`src/rtl/high_score_tracker_if.sv`:
```
// Bus between the game logic and the high-score tracker.
// The game side (master) drives the level, the running score and the clear
// request; the tracker (slave) returns the stored scores, the record pulse,
// the celebration flags and its FSM state for observation.
// dbg_state encoding: 0 = IDLE, 1 = PLAYING, 2 = COMPARE, 3 = CELEBRATE.
interface high_score_tracker_if #(
    parameter int SCORE_W = 14
);
    logic               game_in_progress;
    logic [SCORE_W-1:0] score;
    logic               clear_high;
    logic [SCORE_W-1:0] high_score;
    logic [SCORE_W-1:0] last_score;
    logic               new_record;
    logic               celebrating;
    logic               blink;
    logic [1:0]         dbg_state;

    modport master (
        output game_in_progress,
        output score,
        output clear_high,
        input  high_score,
        input  last_score,
        input  new_record,
        input  celebrating,
        input  blink,
        input  dbg_state
    );

    modport slave (
        input  game_in_progress,
        input  score,
        input  clear_high,
        output high_score,
        output last_score,
        output new_record,
        output celebrating,
        output blink,
        output dbg_state
    );
endinterface

```
`src/rtl/high_score_tracker.sv`:
```
// Session high-score tracker.
// Captures the clamped final score whenever a game ends, compares it against
// the stored best one cycle later, and on a strict improvement replaces the
// best, pulses new_record and runs a timed blink for the display mux.
// Handshake: there is no valid/ready pair; game_in_progress is a level whose
// rising edge starts a game and whose falling edge ends it, clear_high is a
// one-cycle request honoured on the next edge. All outputs are registered.
module high_score_tracker #(
    parameter int SCORE_W      = 14,
    parameter int MAX_SCORE    = 9999,
    parameter int CLK_PER_MS   = 50000,
    parameter int CELEBRATE_MS = 3000,
    parameter int BLINK_MS     = 250
) (
    input  logic                  clk,
    input  logic                  rst,
    high_score_tracker_if.slave   bus
);

    typedef enum logic [1:0] {
        IDLE      = 2'd0,
        PLAYING   = 2'd1,
        COMPARE   = 2'd2,
        CELEBRATE = 2'd3
    } state_t;

    localparam int PRE_W = (CLK_PER_MS > 1) ? $clog2(CLK_PER_MS) : 1;
    localparam int MS_W  = $clog2(CELEBRATE_MS + 1);
    localparam int BMS_W = (BLINK_MS > 1) ? $clog2(BLINK_MS) : 1;

    localparam logic [PRE_W-1:0]   PRE_LAST = PRE_W'(CLK_PER_MS - 1);
    localparam logic [MS_W-1:0]    MS_LAST  = MS_W'(CELEBRATE_MS - 1);
    localparam logic [BMS_W-1:0]   BMS_LAST = BMS_W'(BLINK_MS - 1);
    localparam logic [SCORE_W-1:0] MAX_S    = SCORE_W'(MAX_SCORE);

    state_t             state_q;
    logic               gip_q;
    logic [SCORE_W-1:0] high_q;
    logic [SCORE_W-1:0] last_q;
    logic [SCORE_W-1:0] last_d;
    logic               new_record_q;
    logic               celebrating_q;
    logic               blink_q;
    // pre_q: cycles within the current ms; ms_q: elapsed ms of the
    // celebration; bms_q: ms within the current blink half-period.
    logic [PRE_W-1:0]   pre_q;
    logic [MS_W-1:0]    ms_q;
    logic [BMS_W-1:0]   bms_q;
    logic               rise;
    logic               fall;

    // Edge detection against the registered copy of the level; gip_q resets
    // to 0 so a level already high at reset release reads as a rise.
    assign rise = bus.game_in_progress & ~gip_q;
    assign fall = ~bus.game_in_progress & gip_q;

    // Captured score saturates at the display limit.
    always_comb begin
        last_d = bus.score;
        if (bus.score > MAX_S) begin
            last_d = MAX_S;
        end
    end

    // Edge register for game_in_progress.
    always_ff @(posedge clk or negedge rst) begin
        if (!rst) begin
            gip_q <= 1'b0;
        end else begin
            gip_q <= bus.game_in_progress;
        end
    end

    // Main FSM with registered outputs and celebration timers.
    always_ff @(posedge clk or negedge rst) begin
        if (!rst) begin
            state_q       <= IDLE;
            high_q        <= '0;
            last_q        <= '0;
            new_record_q  <= 1'b0;
            celebrating_q <= 1'b0;
            blink_q       <= 1'b0;
            pre_q         <= '0;
            ms_q          <= '0;
            bms_q         <= '0;
        end else begin
            // The record flag is a strict one-cycle pulse.
            new_record_q <= 1'b0;

            case (state_q)
                IDLE: begin
                    // A fall here is spurious and simply ignored.
                    if (rise) begin
                        state_q <= PLAYING;
                    end
                end

                PLAYING: begin
                    if (fall) begin
                        last_q  <= last_d;
                        state_q <= COMPARE;
                    end
                end

                COMPARE: begin
                    // A clear in this cycle discards any pending record.
                    if (bus.clear_high) begin
                        state_q <= IDLE;
                    end else if (last_q > high_q) begin
                        high_q        <= last_q;
                        new_record_q  <= 1'b1;
                        celebrating_q <= 1'b1;
                        blink_q       <= 1'b1;
                        pre_q         <= '0;
                        ms_q          <= '0;
                        bms_q         <= '0;
                        state_q       <= CELEBRATE;
                    end else begin
                        state_q <= IDLE;
                    end
                end

                CELEBRATE: begin
                    if (rise) begin
                        // New game aborts the show; the new best is kept.
                        state_q       <= PLAYING;
                        celebrating_q <= 1'b0;
                        blink_q       <= 1'b0;
                        pre_q         <= '0;
                        ms_q          <= '0;
                        bms_q         <= '0;
                    end else if (pre_q == PRE_LAST) begin
                        pre_q <= '0;
                        if (ms_q == MS_LAST) begin
                            // Final ms elapsed: end takes priority over a toggle.
                            state_q       <= IDLE;
                            celebrating_q <= 1'b0;
                            blink_q       <= 1'b0;
                            ms_q          <= '0;
                            bms_q         <= '0;
                        end else begin
                            ms_q <= ms_q + 1'b1;
                            if (bms_q == BMS_LAST) begin
                                bms_q   <= '0;
                                blink_q <= ~blink_q;
                            end else begin
                                bms_q <= bms_q + 1'b1;
                            end
                        end
                    end else begin
                        pre_q <= pre_q + 1'b1;
                    end
                end

                default: begin
                    state_q <= IDLE;
                end
            endcase

            // Clear overrides any update of the best score made above.
            if (bus.clear_high) begin
                high_q <= '0;
            end
        end
    end

    assign bus.high_score  = high_q;
    assign bus.last_score  = last_q;
    assign bus.new_record  = new_record_q;
    assign bus.celebrating = celebrating_q;
    assign bus.blink       = blink_q;
    assign bus.dbg_state   = state_q;

endmodule

```
`src/flat_wrapper.sv`:
```
// flat-port wrapper written by rule: the top's interface ports become plain ports
module high_score_tracker_flat 
#(
    parameter int SCORE_W      = 14,
    parameter int MAX_SCORE    = 9999,
    parameter int CLK_PER_MS   = 50000,
    parameter int CELEBRATE_MS = 3000,
    parameter int BLINK_MS     = 250
)
  (clk, rst, bus_game_in_progress, bus_score, bus_clear_high, bus_high_score, bus_last_score, bus_new_record, bus_celebrating, bus_blink, bus_dbg_state);
  high_score_tracker_if #(.SCORE_W(SCORE_W)) bus_i ();
  input  logic clk;
  input  logic rst;
  input wire logic [$bits(bus_i.game_in_progress)-1:0] bus_game_in_progress;
  input wire logic [$bits(bus_i.score)-1:0] bus_score;
  input wire logic [$bits(bus_i.clear_high)-1:0] bus_clear_high;
  output wire logic [$bits(bus_i.high_score)-1:0] bus_high_score;
  output wire logic [$bits(bus_i.last_score)-1:0] bus_last_score;
  output wire logic [$bits(bus_i.new_record)-1:0] bus_new_record;
  output wire logic [$bits(bus_i.celebrating)-1:0] bus_celebrating;
  output wire logic [$bits(bus_i.blink)-1:0] bus_blink;
  output wire logic [$bits(bus_i.dbg_state)-1:0] bus_dbg_state;
  assign bus_i.game_in_progress = bus_game_in_progress;
  assign bus_i.score = bus_score;
  assign bus_i.clear_high = bus_clear_high;
  assign bus_high_score = bus_i.high_score;
  assign bus_last_score = bus_i.last_score;
  assign bus_new_record = bus_i.new_record;
  assign bus_celebrating = bus_i.celebrating;
  assign bus_blink = bus_i.blink;
  assign bus_dbg_state = bus_i.dbg_state;
  high_score_tracker #(.SCORE_W(SCORE_W), .MAX_SCORE(MAX_SCORE), .CLK_PER_MS(CLK_PER_MS), .CELEBRATE_MS(CELEBRATE_MS), .BLINK_MS(BLINK_MS)) u_core (.clk(clk), .rst(rst), .bus(bus_i));
endmodule
```
`config.mk`:
```
export PLATFORM = sky130hd
export DESIGN_NAME = high_score_tracker_flat
export DESIGN_NICKNAME = d
export VERILOG_FILES = /design/src/rtl/high_score_tracker_if.sv /design/src/rtl/high_score_tracker.sv /design/src/flat_wrapper.sv
export SDC_FILE = /design/constraint.sdc
export NUM_CORES = 1
export LEC_CHECK = 0
export ABC_AREA = 1
export CAP_MARGIN = 0
export CORE_MARGIN = 2
export CORE_UTILIZATION = 55
export DETAILED_ROUTE_END_ITERATION = 12
export PLACE_DENSITY = 0.79
export RECOVER_POWER = 25
export SLEW_MARGIN = 20
export SYNTH_ARGS = -nofsm -noshare
export SYNTH_HDL_FRONTEND = slang
export SYNTH_SLANG_ARGS = --single-unit
```
`constraint.sdc`:
```
create_clock -name clk -period 2.18 [get_ports clk]
set_input_delay 0.327 -clock clk [delete_from_list [all_inputs] [get_ports clk]]
set_output_delay 0.327 -clock clk [all_outputs]
set_load 0.005 [all_outputs]
```
# Yosys cells after proc, flatten, opt, wreduce, memory -nomap -nowiden
# Cells that the tools add are included.
# Widths: inputs -> output; s select.
[totals] reg_bits=70 input_bits=18 out_inout_bits=33 elab_cells=88
[op_classes] add_sub_neg=3 n_lt_le_gt_ge=2 eq_ne=13 muxes=44 bitwise_logic=5 reduce_logical=11
[ops] op="$mux 16" n=4
[ops] op="$mux 12" n=5
[ops] op="$mux 14" n=4
[ops] op="$mux 8" n=6
[ops] op="$pmux 16 s2" n=1
[ops] op="$pmux 12 s2" n=1
[ops] op="$add 16x1->16 const B" n=1
[ops] op="$eq 16x16->1 const B" n=1
[ops] op="$pmux 8 s2" n=1
[ops] op="$gt 14x14->1" n=1
[ops] op="$gt 14x14->1 const B" n=1
[ops] op="$mux 2" n=7
[ops] op="$add 12x1->12 const B" n=1
[ops] op="$eq 12x12->1 const B" n=1
[ops] op="$mux 1" n=12
[ops] op="$reduce_and 5->1" n=2
[ops] op="$add 8x1->8 const B" n=1
[ops] op="$eq 8x8->1 const B" n=1
[ops] op="$pmux 2 s4" n=1
[ops] op="$reduce_and 4->1" n=2
[ops] op="$ne 2x1->1 const B" n=3
[ops] op="$ne 3x1->1 const B" n=2
[ops] op="$reduce_bool 2->1" n=3
[ops] op="$eq 2x2->1 const B" n=2
[ops] op="9 further kinds" n=14

# Logic depth before layout (Yosys ltp)
[depth] depth_word=6 depth_mapped=16 depth_no_buf=14

# Worst setup path before layout
# No wires, ideal clock.
[synth_path] path_kind="register to register" start="register u_core.last_q[5] (netlist: u_core.bus.last_score[5])" end="register u_core.ms_q[10]" setup_time_ns=0.123 arrival_ns=1.654 required_ns=2.057 setup_slack_ns=0.403 path_stages_with_launch=15 n_path_buf=2 period_less_slack_ns=1.777 path_cell_list="dfrtp_1 ha_1 nand2_1 nor2_1 nand2_1 nand3_1 nand2_1 nand2_1 nand3_2 nand2_2 nand2_2 buf_6 buf_6 nand2_2 o21ai_2"
[synth_via] elab_chain_cells=3
[synth_lines] element="from (decl)" line_no="high_score_tracker.sv:39" rtl="logic [SCORE_W-1:0] last_q;"
[synth_lines] element="from (signal assigned)" line_no="high_score_tracker.sv:100" rtl="last_q <= last_d;"
[synth_lines] element="$gt 14x14->1" line_no="high_score_tracker.sv:109" rtl="end else if (last_q > high_q) begin"
[synth_lines] element="$ne 2x1->1 (no line)"
[synth_lines] element="$reduce_and 4->1 (no line)"
[synth_lines] element="to (signal assigned)" line_no="high_score_tracker.sv:142" rtl="ms_q <= ms_q + 1'b1;"
[synth_lines] element="to (decl)" line_no="high_score_tracker.sv:47" rtl="logic [MS_W-1:0] ms_q;"
# No other way between the ends.
# A chain may end at the register's enable or synchronous reset.

# Worst setup path in the final report
[layout_path] start="register u_core.last_q[11] (netlist: u_core.bus.last_score[11])" end="register u_core.bms_q[7]"
[layout_via] elab_chain_cells=3
[layout_lines] element="$gt 14x14->1" line_no="high_score_tracker.sv:109"
[layout_lines] element="$ne 2x1->1 (no line)"
[layout_lines] element="$reduce_and 4->1 (no line)"
[layout_lines] element="to (signal assigned)" line_no="high_score_tracker.sv:147" rtl="bms_q <= bms_q + 1'b1;"
[layout_lines] element="to (decl)" line_no="high_score_tracker.sv:48" rtl="logic [BMS_W-1:0] bms_q;"
# No other way between the ends.

==> flow_summary.toml <==
[power]
powerDensity_nw_per_um2 = 1090
leakagePower_nw = 2.33
power_total_mw = 5.51
vdd.ir_drop.worst_v = 0.000568

[final_layout]
layout_cells_sized_above_1 = 0.140
fin_nets = 624
multi_input_area_um2 = 2060
final_cell_count_without_fillers = 692
antenna_cells_inserted = 0
final_cell_area_um2 = 5040
synthToLayoutAreaGrowth_pct = 19.5
layout.area.seq_um2 = 1750
finalCoreUtilization = 0.688
final.fill_count = 559

[timing]
setup_violators_final = 0
hold_violations = 0
worst_pin_slew_ps = 1620
final.min_clock_period_ps = 2030
timing.final.crit_share = 0.932
clock-skew-final_ps = 6.61
slew_limit_headroom = -0.0800
timing_max_transition_violations_final = 29
max_freq_ghz = 0.492
fin_worst_hold_slack_ps = 373

[setup_path]
worst_setup_path_end_kind = "register"
critPathMaxFanout = 38
critical-path-top-cell-by-count = "sky130_fd_sc_hd__nand2_1"
critical-path-top-delay-family = "simple AND/OR/NAND/NOR gates"
worst-path-buf-inv = 1
worstPathArrival_ps = 2320
cpMaxStageDelayCell = "sky130_fd_sc_hd__dfrtp_1"
kind_of_start_point_of_the_critical_path = "register"
largest_stage_delay_on_the_critical_path_ps = 420
timing.critical_path.cells = "ha_1 -> nand2_1 -> nor2_2 -> nand2_1 -> o21a_1 -> nand3_2 -> nand2_2 -> nand2_2 -> buf_12 -> nand2_1 -> o21ai_2"
timing.setup.critical_path_class = "register to register"
critical_path_required_ps = 2460

[clock_network]
tritoncts.num_buffers = 9
cts_tree = "done"
tritoncts_num_sinks = 70
root_buffer = "sky130_fd_sc_hd__clkbuf_8"
cts_max_level = 3
worst_skew_pair.late_latency_ps = 350
cts-root-to-sink-buffers = 2
clock_pin_transition_on_the_worst_setup_and_hold_timing_paths_ps = 70
cts_hold_buf = 0

[yosys]
synth_top_cell_area_share = 0.415
synthesis.nets = 568
synth_top_flop_cell = "sky130_fd_sc_hd__dfrtp_1"
synth_enable_flop_cells = 0
post_synth_instance_area_um2 = 4220
syn-mean-instance-area_um2 = 7.93
synthesis.instances = 532
ys_async_sr_fraction = 1.00
netlist_top_cells_count = "124 x sky130_fd_sc_hd__nand2_1, 75 x sky130_fd_sc_hd__inv_1, 70 x sky130_fd_sc_hd__dfrtp_1"
most_frequent_cell_after_synthesis = "sky130_fd_sc_hd__nand2_1"
synthDominantAreaCellType = "sky130_fd_sc_hd__dfrtp_1"
synth.ff_latch_count = 70
yosys-top-cells-area = "sky130_fd_sc_hd__dfrtp_1 42%, sky130_fd_sc_hd__nand2_1 11%, sky130_fd_sc_hd__inv_1 6.7%, sky130_fd_sc_hd__ha_1 5.3%, sky130_fd_sc_hd__o21ai_2 5.2%"
synth_seq_area_share = 0.415
ys_warn_count = 0
synth.lib_cells_used.distinct = 37

[drt]
wire_per_inst_um = 13.4
postRouteAntennaNets = 0
vias = 3660
routed_via_density = 5.29
dr.pass1.iters = 5
drc = 0
postRouteWirelength_um = 9280
first_iter_violations = 266

[floorplanning]
initial_cell_density_of_the_core = 0.576
die_w_um = 91.6
rows = 31
die_area_um2 = 8390
coreArea_um2 = 7330
vertical_extent_of_the_die_um = 91.6
ios = 51

[global_route]
grt_pass1_wl_um = 15800
overflow = 0
maximum_number_of_pins_on_one_net_before_global_route_repair = 39
grt_antenna_before_repair = 0
track_usage = 0.233
vias_in_the_first_global_route = 3470

[place]
hpwlAfterDp_um = 6710
placement.io_buffers = 50
placement.cell_area_um2 = 4810
place_inst = 674
globalplace.congestion = 0.919

[status]
outcome = "finished, violations left"
failed_checks = "capacitance limit, slew limit"

[worst_hold_path]
hold_path.class = "primary input to async pin"

[run]
drv_cap = 1
[cell usage in the layout, fill, tap and decap left out, drive strengths merged]
cell type      count
o31ai              1
nand4             18
dlygate4sd3        1
xor2               8
clkbuf            13
nor3              12
nand2            141
o21ai             66
nor2              42
bufinv             1
buf               10
clkdlybuf4s50     48
o21a               1
nand3             32
o31a               1
and3               1
clkinv             4
or2                3
xnor2              1
nand3b             4
ha                18
a21o               1
dfrtp             70
inv               77
o21bai             4
o211ai             2
a21oi              8
o22ai              5
[final timing paths]
check,start,to,slack [ps],depth (start not counted)
max reg2reg,u_core.bus.last_score[11]$_DFFE_PN0P_,u_core.bms_q[7]$_DFFE_PN0P_,150,11
min,rst,u_core.bus.new_record$_DFF_PN0_,370,1
max in group asynchronous,rst,u_core.ms_q[8]$_DFFE_PN0P_,810,2
max,u_core.bus.last_score[11]$_DFFE_PN0P_,u_core.bms_q[7]$_DFFE_PN0P_,150,11
min reg2reg,u_core.ms_q[3]$_DFFE_PN0P_,u_core.ms_q[3]$_DFFE_PN0P_,490,2
min in group clk,u_core.ms_q[3]$_DFFE_PN0P_,u_core.ms_q[3]$_DFFE_PN0P_,490,2
[where the power goes]
group	internal, mW	switching (mW)
clock	0.585	0.478
sequential	1.58	0.282
combinational	1.10	1.49
total	3.26	2.25
[routing by layer]
metal,track usage,vias up,part of all wire
met5,0,-,0
li1,-,1838,-
met1,0.316,1707,0.47
met4,0.0783,0,0.015
met3,0.0598,12,0.055
met2,0.365,103,0.47
[worst reg2reg max path, stage by stage (launching register included)]
cell                      delay (ps)
sky130_fd_sc_hd__dfrtp_1         420
sky130_fd_sc_hd__ha_1            320
sky130_fd_sc_hd__nand2_1          90
sky130_fd_sc_hd__nor2_2          130
sky130_fd_sc_hd__nand2_1         110
sky130_fd_sc_hd__o21a_1          230
sky130_fd_sc_hd__nand3_2          80
sky130_fd_sc_hd__nand2_2          80
sky130_fd_sc_hd__nand2_2         100
sky130_fd_sc_hd__buf_12          240
sky130_fd_sc_hd__nand2_1         110
sky130_fd_sc_hd__o21ai_2          70
[logic make-up after synthesis]
logic type      synth area share
simple gates               0.278
xor+xnor                  0.0187
fa+ha+maj                 0.0534
buf+inv                   0.0970
compound gates             0.137
flops                      0.415
[layout make-up]
cell class	instances	share of cell area
repair buffers	60	0.120
well taps	99	0.0246
multi-input cells	369	0.409
inverters	78	0.0588
clock buffers	12	0.0308
flip-flops and latches	70	0.347
clock inverters	4	0.00893
[through the flow]
stage          worst slack [ps]  setup TNS (ps)
6_report                    147               0
5_1_grt                   -9.10           -9.30
4_1_cts                    56.4               0
3_5_place_dp               78.7               0
3_3_place_gp                176               0
2_1_floorplan               403               0
[sequential cells by signal, indices dropped and copies added, names as in the netlist, 2 cells and up]
signal,count
u_core.bus.last_score,14
u_core.bus.high_score,14
u_core.bus.dbg_state,2
u_core.ms_q,12
u_core.bms_q,8
u_core.pre_q,16
[what timing repair did]
action                     4_1_cts  5_1_grt
resized for setup                0        3
setup endpoints to repair        0       20
buffers inserted                 0        2
Note: power is estimated with default switching activity, not from simulation.
